--- config.mk ---
export PLATFORM = sky130hd
export DESIGN_NAME = bus_arbiter
export DESIGN_NICKNAME = d
export VERILOG_FILES = /design/src/rtl/bus_arbiter.sv
export SDC_FILE = /design/constraint.sdc
export NUM_CORES = 1
export LEC_CHECK = 0
export CAP_MARGIN = 20
export CORE_AREA = 4 4 121 123
export DETAILED_ROUTE_END_ITERATION = 7
export DIE_AREA = 0 0 125 127
export HOLD_SLACK_MARGIN = 0.03
export PLACE_DENSITY = 0.78
export SLEW_MARGIN = 20
export SYNTH_ARGS = -nofsm -noshare
export SYNTH_HDL_FRONTEND = slang
export SYNTH_SLANG_ARGS = --single-unit
--- constraint.sdc ---
create_clock -name clk -period 1.8 [get_ports clk]
set_clock_uncertainty 0.05 [all_clocks]
set_input_delay 0.45 -clock clk [delete_from_list [all_inputs] [get_ports clk]]
set_output_delay 0.45 -clock clk [all_outputs]
set_load 0.005 [all_outputs]
--- src/rtl/bus_arbiter.sv ---
// -----------------------------------------------------------------------------
// bus_arbiter
// Shares the core's single memory port between the instruction fetch unit
// (master 0) and the load/store unit (master 1). Grants round-robin, registers
// the winning request, and holds the grant until that request's response has
// been returned, so at most one transaction is ever outstanding.
//
// Ports
//   clk, rst                       clock, synchronous active-high reset
//   m0_req_valid/ready/req         IFU request handshake + payload
//   m0_resp_valid/ready/resp       IFU response handshake + payload
//   m1_*                           same set for the LSU
//   s_req_valid/ready/req          request to the memory/bus bridge
//   s_resp_valid/ready/resp        response from the memory/bus bridge
// Request payload  : {addr, wen, wdata, wmask}, addr in the MSBs
// Response payload : {rdata, err}
// -----------------------------------------------------------------------------
module bus_arbiter #(
    parameter int ADDR_W = 32,
    parameter int DATA_W = 32,
    parameter int REQ_W  = ADDR_W + 1 + DATA_W + DATA_W / 8,
    parameter int RESP_W = DATA_W + 1
) (
    input  logic              clk,
    input  logic              rst,
    input  logic              m0_req_valid,
    output logic              m0_req_ready,
    input  logic [REQ_W-1:0]  m0_req,
    output logic              m0_resp_valid,
    input  logic              m0_resp_ready,
    output logic [RESP_W-1:0] m0_resp,
    input  logic              m1_req_valid,
    output logic              m1_req_ready,
    input  logic [REQ_W-1:0]  m1_req,
    output logic              m1_resp_valid,
    input  logic              m1_resp_ready,
    output logic [RESP_W-1:0] m1_resp,
    output logic              s_req_valid,
    input  logic              s_req_ready,
    output logic [REQ_W-1:0]  s_req,
    input  logic              s_resp_valid,
    output logic              s_resp_ready,
    input  logic [RESP_W-1:0] s_resp
);

    typedef enum logic [1:0] {
        ST_IDLE = 2'd0,
        ST_REQ  = 2'd1,
        ST_RESP = 2'd2
    } state_t;

    state_t             state_r;
    logic               last_grant_r;
    logic               grant_r;
    logic [REQ_W-1:0]   req_r;

    logic               any_valid_s;
    logic               win_s;

    // On a tie the master that was not served last wins; otherwise the only
    // requester wins. win_s is only meaningful while any_valid_s is set.
    assign any_valid_s = m0_req_valid | m1_req_valid;
    assign win_s       = (m0_req_valid & m1_req_valid) ? ~last_grant_r : m1_req_valid;

    // The registered request is presented directly; it stays stable until the
    // next grant, which can only happen after the response completes.
    assign s_req = req_r;

    // Responses are broadcast to both masters; only the resp_valid bits qualify.
    assign m0_resp = s_resp;
    assign m1_resp = s_resp;

    // Handshake strobes decoded from the current state (zero-cycle request ready).
    always_comb begin
        m0_req_ready  = 1'b0;
        m1_req_ready  = 1'b0;
        m0_resp_valid = 1'b0;
        m1_resp_valid = 1'b0;
        s_req_valid   = 1'b0;
        s_resp_ready  = 1'b0;
        case (state_r)
            ST_IDLE: begin
                if (any_valid_s) begin
                    if (win_s) begin
                        m1_req_ready = 1'b1;
                    end else begin
                        m0_req_ready = 1'b1;
                    end
                end else begin
                    m0_req_ready = 1'b0;
                end
            end
            ST_REQ: begin
                s_req_valid = 1'b1;
            end
            ST_RESP: begin
                if (grant_r) begin
                    s_resp_ready  = m1_resp_ready;
                    m1_resp_valid = s_resp_valid;
                end else begin
                    s_resp_ready  = m0_resp_ready;
                    m0_resp_valid = s_resp_valid;
                end
            end
            default: begin
                s_req_valid = 1'b0;
            end
        endcase
    end

    // Transaction FSM: capture the winner, hand it to the slave, return the response.
    always_ff @(posedge clk) begin
        if (rst) begin
            state_r      <= ST_IDLE;
            last_grant_r <= 1'b1;
            grant_r      <= 1'b0;
            req_r        <= {REQ_W{1'b0}};
        end else begin
            case (state_r)
                ST_IDLE: begin
                    if (any_valid_s) begin
                        grant_r <= win_s;
                        req_r   <= win_s ? m1_req : m0_req;
                        state_r <= ST_REQ;
                    end else begin
                        state_r <= ST_IDLE;
                    end
                end
                ST_REQ: begin
                    if (s_req_ready) begin
                        state_r <= ST_RESP;
                    end else begin
                        state_r <= ST_REQ;
                    end
                end
                ST_RESP: begin
                    // Round-robin history advances only when a transaction completes.
                    if (s_resp_valid && s_resp_ready) begin
                        last_grant_r <= grant_r;
                        state_r      <= ST_IDLE;
                    end else begin
                        state_r <= ST_RESP;
                    end
                end
                default: begin
                    state_r <= ST_IDLE;
                end
            endcase
        end
    end

endmodule

==> flow_metrics.tcl <==
set metrics [dict create \
    fin_hold_ws_ps 453.8 \
    rsz0062_at_grt "false" \
    final_area_sq_um 6242 \
    antenna_left 0 \
    routabilityCongestion 0.8876 \
    drt_iter0_markers 184 \
    cp_max_fo 2 \
    synth.largest_area_cell "dfxtp_1" \
    finalCritPeriodShare 0.9650 \
    seq_area_frac_synth 0.3607 \
    cts_tree "yes" \
    leakage_uw 0.002163 \
    wl_per_cell_um 18.49 \
    seq_area_sq_um 1470 \
    syn_nets 653 \
    avgSynthCellArea_sq_um 8.547 \
    grt_pass1_vias 4277 \
    p_per_area_nw_per_um2 811.5 \
    multi_input_area_sq_um 1871 \
    slew_viol_final 0 \
    end_kind "output pin" \
    nets 789 \
    setup_tns_ps 0 \
    n_antenna_cell 0 \
    fp.coreArea_sq_um 13670 \
    yosys_warnings 0 \
    die_x_um 125 \
    yosysMostFrequentCell "dfxtp_1" \
    worstSetupPathType "input pin to output pin" \
    timing.final.ws_setup_ps 63.06 \
    drc 0 \
    numCtsBuffers 9 \
    htreeDepth 3 \
    die_area_sq_um 15880 \
    placed_cell_area_sq_um 5896 \
    setup_viol 0 \
    vias 4313 \
    antenna_found_initial 1 \
    grt_pass1_wl_um 22420 \
    holdCritPathClass "flip-flop to flip-flop" \
    pin_count 320 \
    place_ws_ps -538.1 \
    slew_headroom 0.4623 \
    drive_above_1_share 0.1287 \
    start_util 0.2965 \
    yosys-top-cells-count "73 x dfxtp_1, 71 x buf_4, 47 x nand4_1" \
    fin_crit_ps 1737 \
    syn_inst 474 \
    cts_root_buffer "clkbuf_16" \
    firstDrtPassIters 4 \
    yosysTopAreaCellShare 0.3607 \
    port_buffers 220 \
    synth_cell_types 26 \
    crit_arrival_ps 1240 \
    cts_num_sinks 73 \
    routed_via_density 5.432 \
    startpoint_type "input pin" \
    clkLatencyLatePin_ps 320 \
    wl_um 14680 \
    grtUsageTotal 0.1728 \
    chipHeight_um 127 \
    ys_seq_elements 73 \
    clk_pin_slew_ps 60 \
    drv_cap 0 \
    grt_max_degree 74 \
    grt_overflow 0 \
    std_cell_rows 43 \
    peakVddDrop_mv 0.4659 \
    synth.area.top_cells "dfxtp_1 36%, buf_4 13%, nand4_1 7.3%" \
    syn_area_sq_um 4051 \
    areaGrowthSynthToFinish_pct 54.08 \
    cp.required_ps 1300 \
    final-hold-violation-count 0 \
    outcome "complete, no violations" \
    synthArstFlopShare 0 \
    cts_buffer_depth 2 \
    ys.flop_type "dfxtp_1" \
    synth_edf_count 0 \
    fin_util 0.4568 \
    fmax_mhz 575.7 \
    fillers 1300 \
    cts-hold-fix-buffers 0 \
    tightestPinTransition_ps 805.6 \
    dp.final_hpwl_um 10400 \
]
==> cells in the final DEF (no fill, tap or decap), drive strengths merged, types with 6 or more instances in the layout <==
cell             n
nand3           46
nand4           47
dfxtp           73
mux2i           24
a21oi           26
clkbuf          13
o21ai           49
buf             28
a31oi           46
a211oi          23
clkdlybuf4s50  209
nor2             6
==> power breakdown <==
group | switching [uW] | total, uW | internal, uW | leakage, uW
combinational | 621 | 1420 | 795 | 0.00141
clock | 634 | 1770 | 1140 | 0.000148
sequential | 96.8 | 1880 | 1780 | 0.000604
total | 1350 | 5070 | 3710 | 0.00216
==> critical path, cell delays in order <==
cell and delay (ps):
clkdlybuf4s50_1 470, mux2i_1 80, nor2b_1 120, buf_2 120
==> final cells by class <==
type                       count  area share
timing repair buffer         243      0.3800
multi-input combinational    281      0.2997
sequential                    73      0.2355
clock buffer                  12     0.04109
tap                          180     0.03608
clock inverter                 3    0.006414
inverter                       2    0.001203
==> per-layer routing <==
metal  global-route usage  part of all wire
met1               0.1977              0.38
met2               0.2910              0.50
met3              0.05895             0.089
met4              0.08163             0.026
met5                    0           0.00054
==> sequential cells by signal (all words and copies together), names as in the netlist <==
signal and count:
grant_r 1, last_grant_r 1, s_req 69, state_r 2
==> path summary, 6_finish.rpt <==
check,from,depth (start not counted),end,slack (ps)
max,m0_resp_ready,4,s_resp_ready,60
max reg2reg,state_r[1],3,s_req[47],110
min,s_req[23],2,s_req[23],450
min reg2reg,s_req[23],2,s_req[23],450
==> through the flow <==
stage                     power (uW)  cells
after floorplan                 2626    474
after global placement          3272    773
after detailed placement        3300    773
after CTS                       5122    791
after global routing            5324    794
final                           5065    794
==> repair_timing <==
| item | 4_1_cts | 5_1_grt |
|---|---|---|
| gates cloned | 0 | 1 |
| buffers inserted | 3 | 2 |
| resized for setup | 27 | 6 |
| setup endpoints to repair | 29 | 11 |
| pin swaps | 2 | 3 |
==> logic make-up after synthesis <==
family / synth area share
compound gates: 0.2353
mux: 0.05930
buf+inv: 0.1875
flops: 0.3607
simple gates: 0.1572
(Power assumes the default switching activity.)
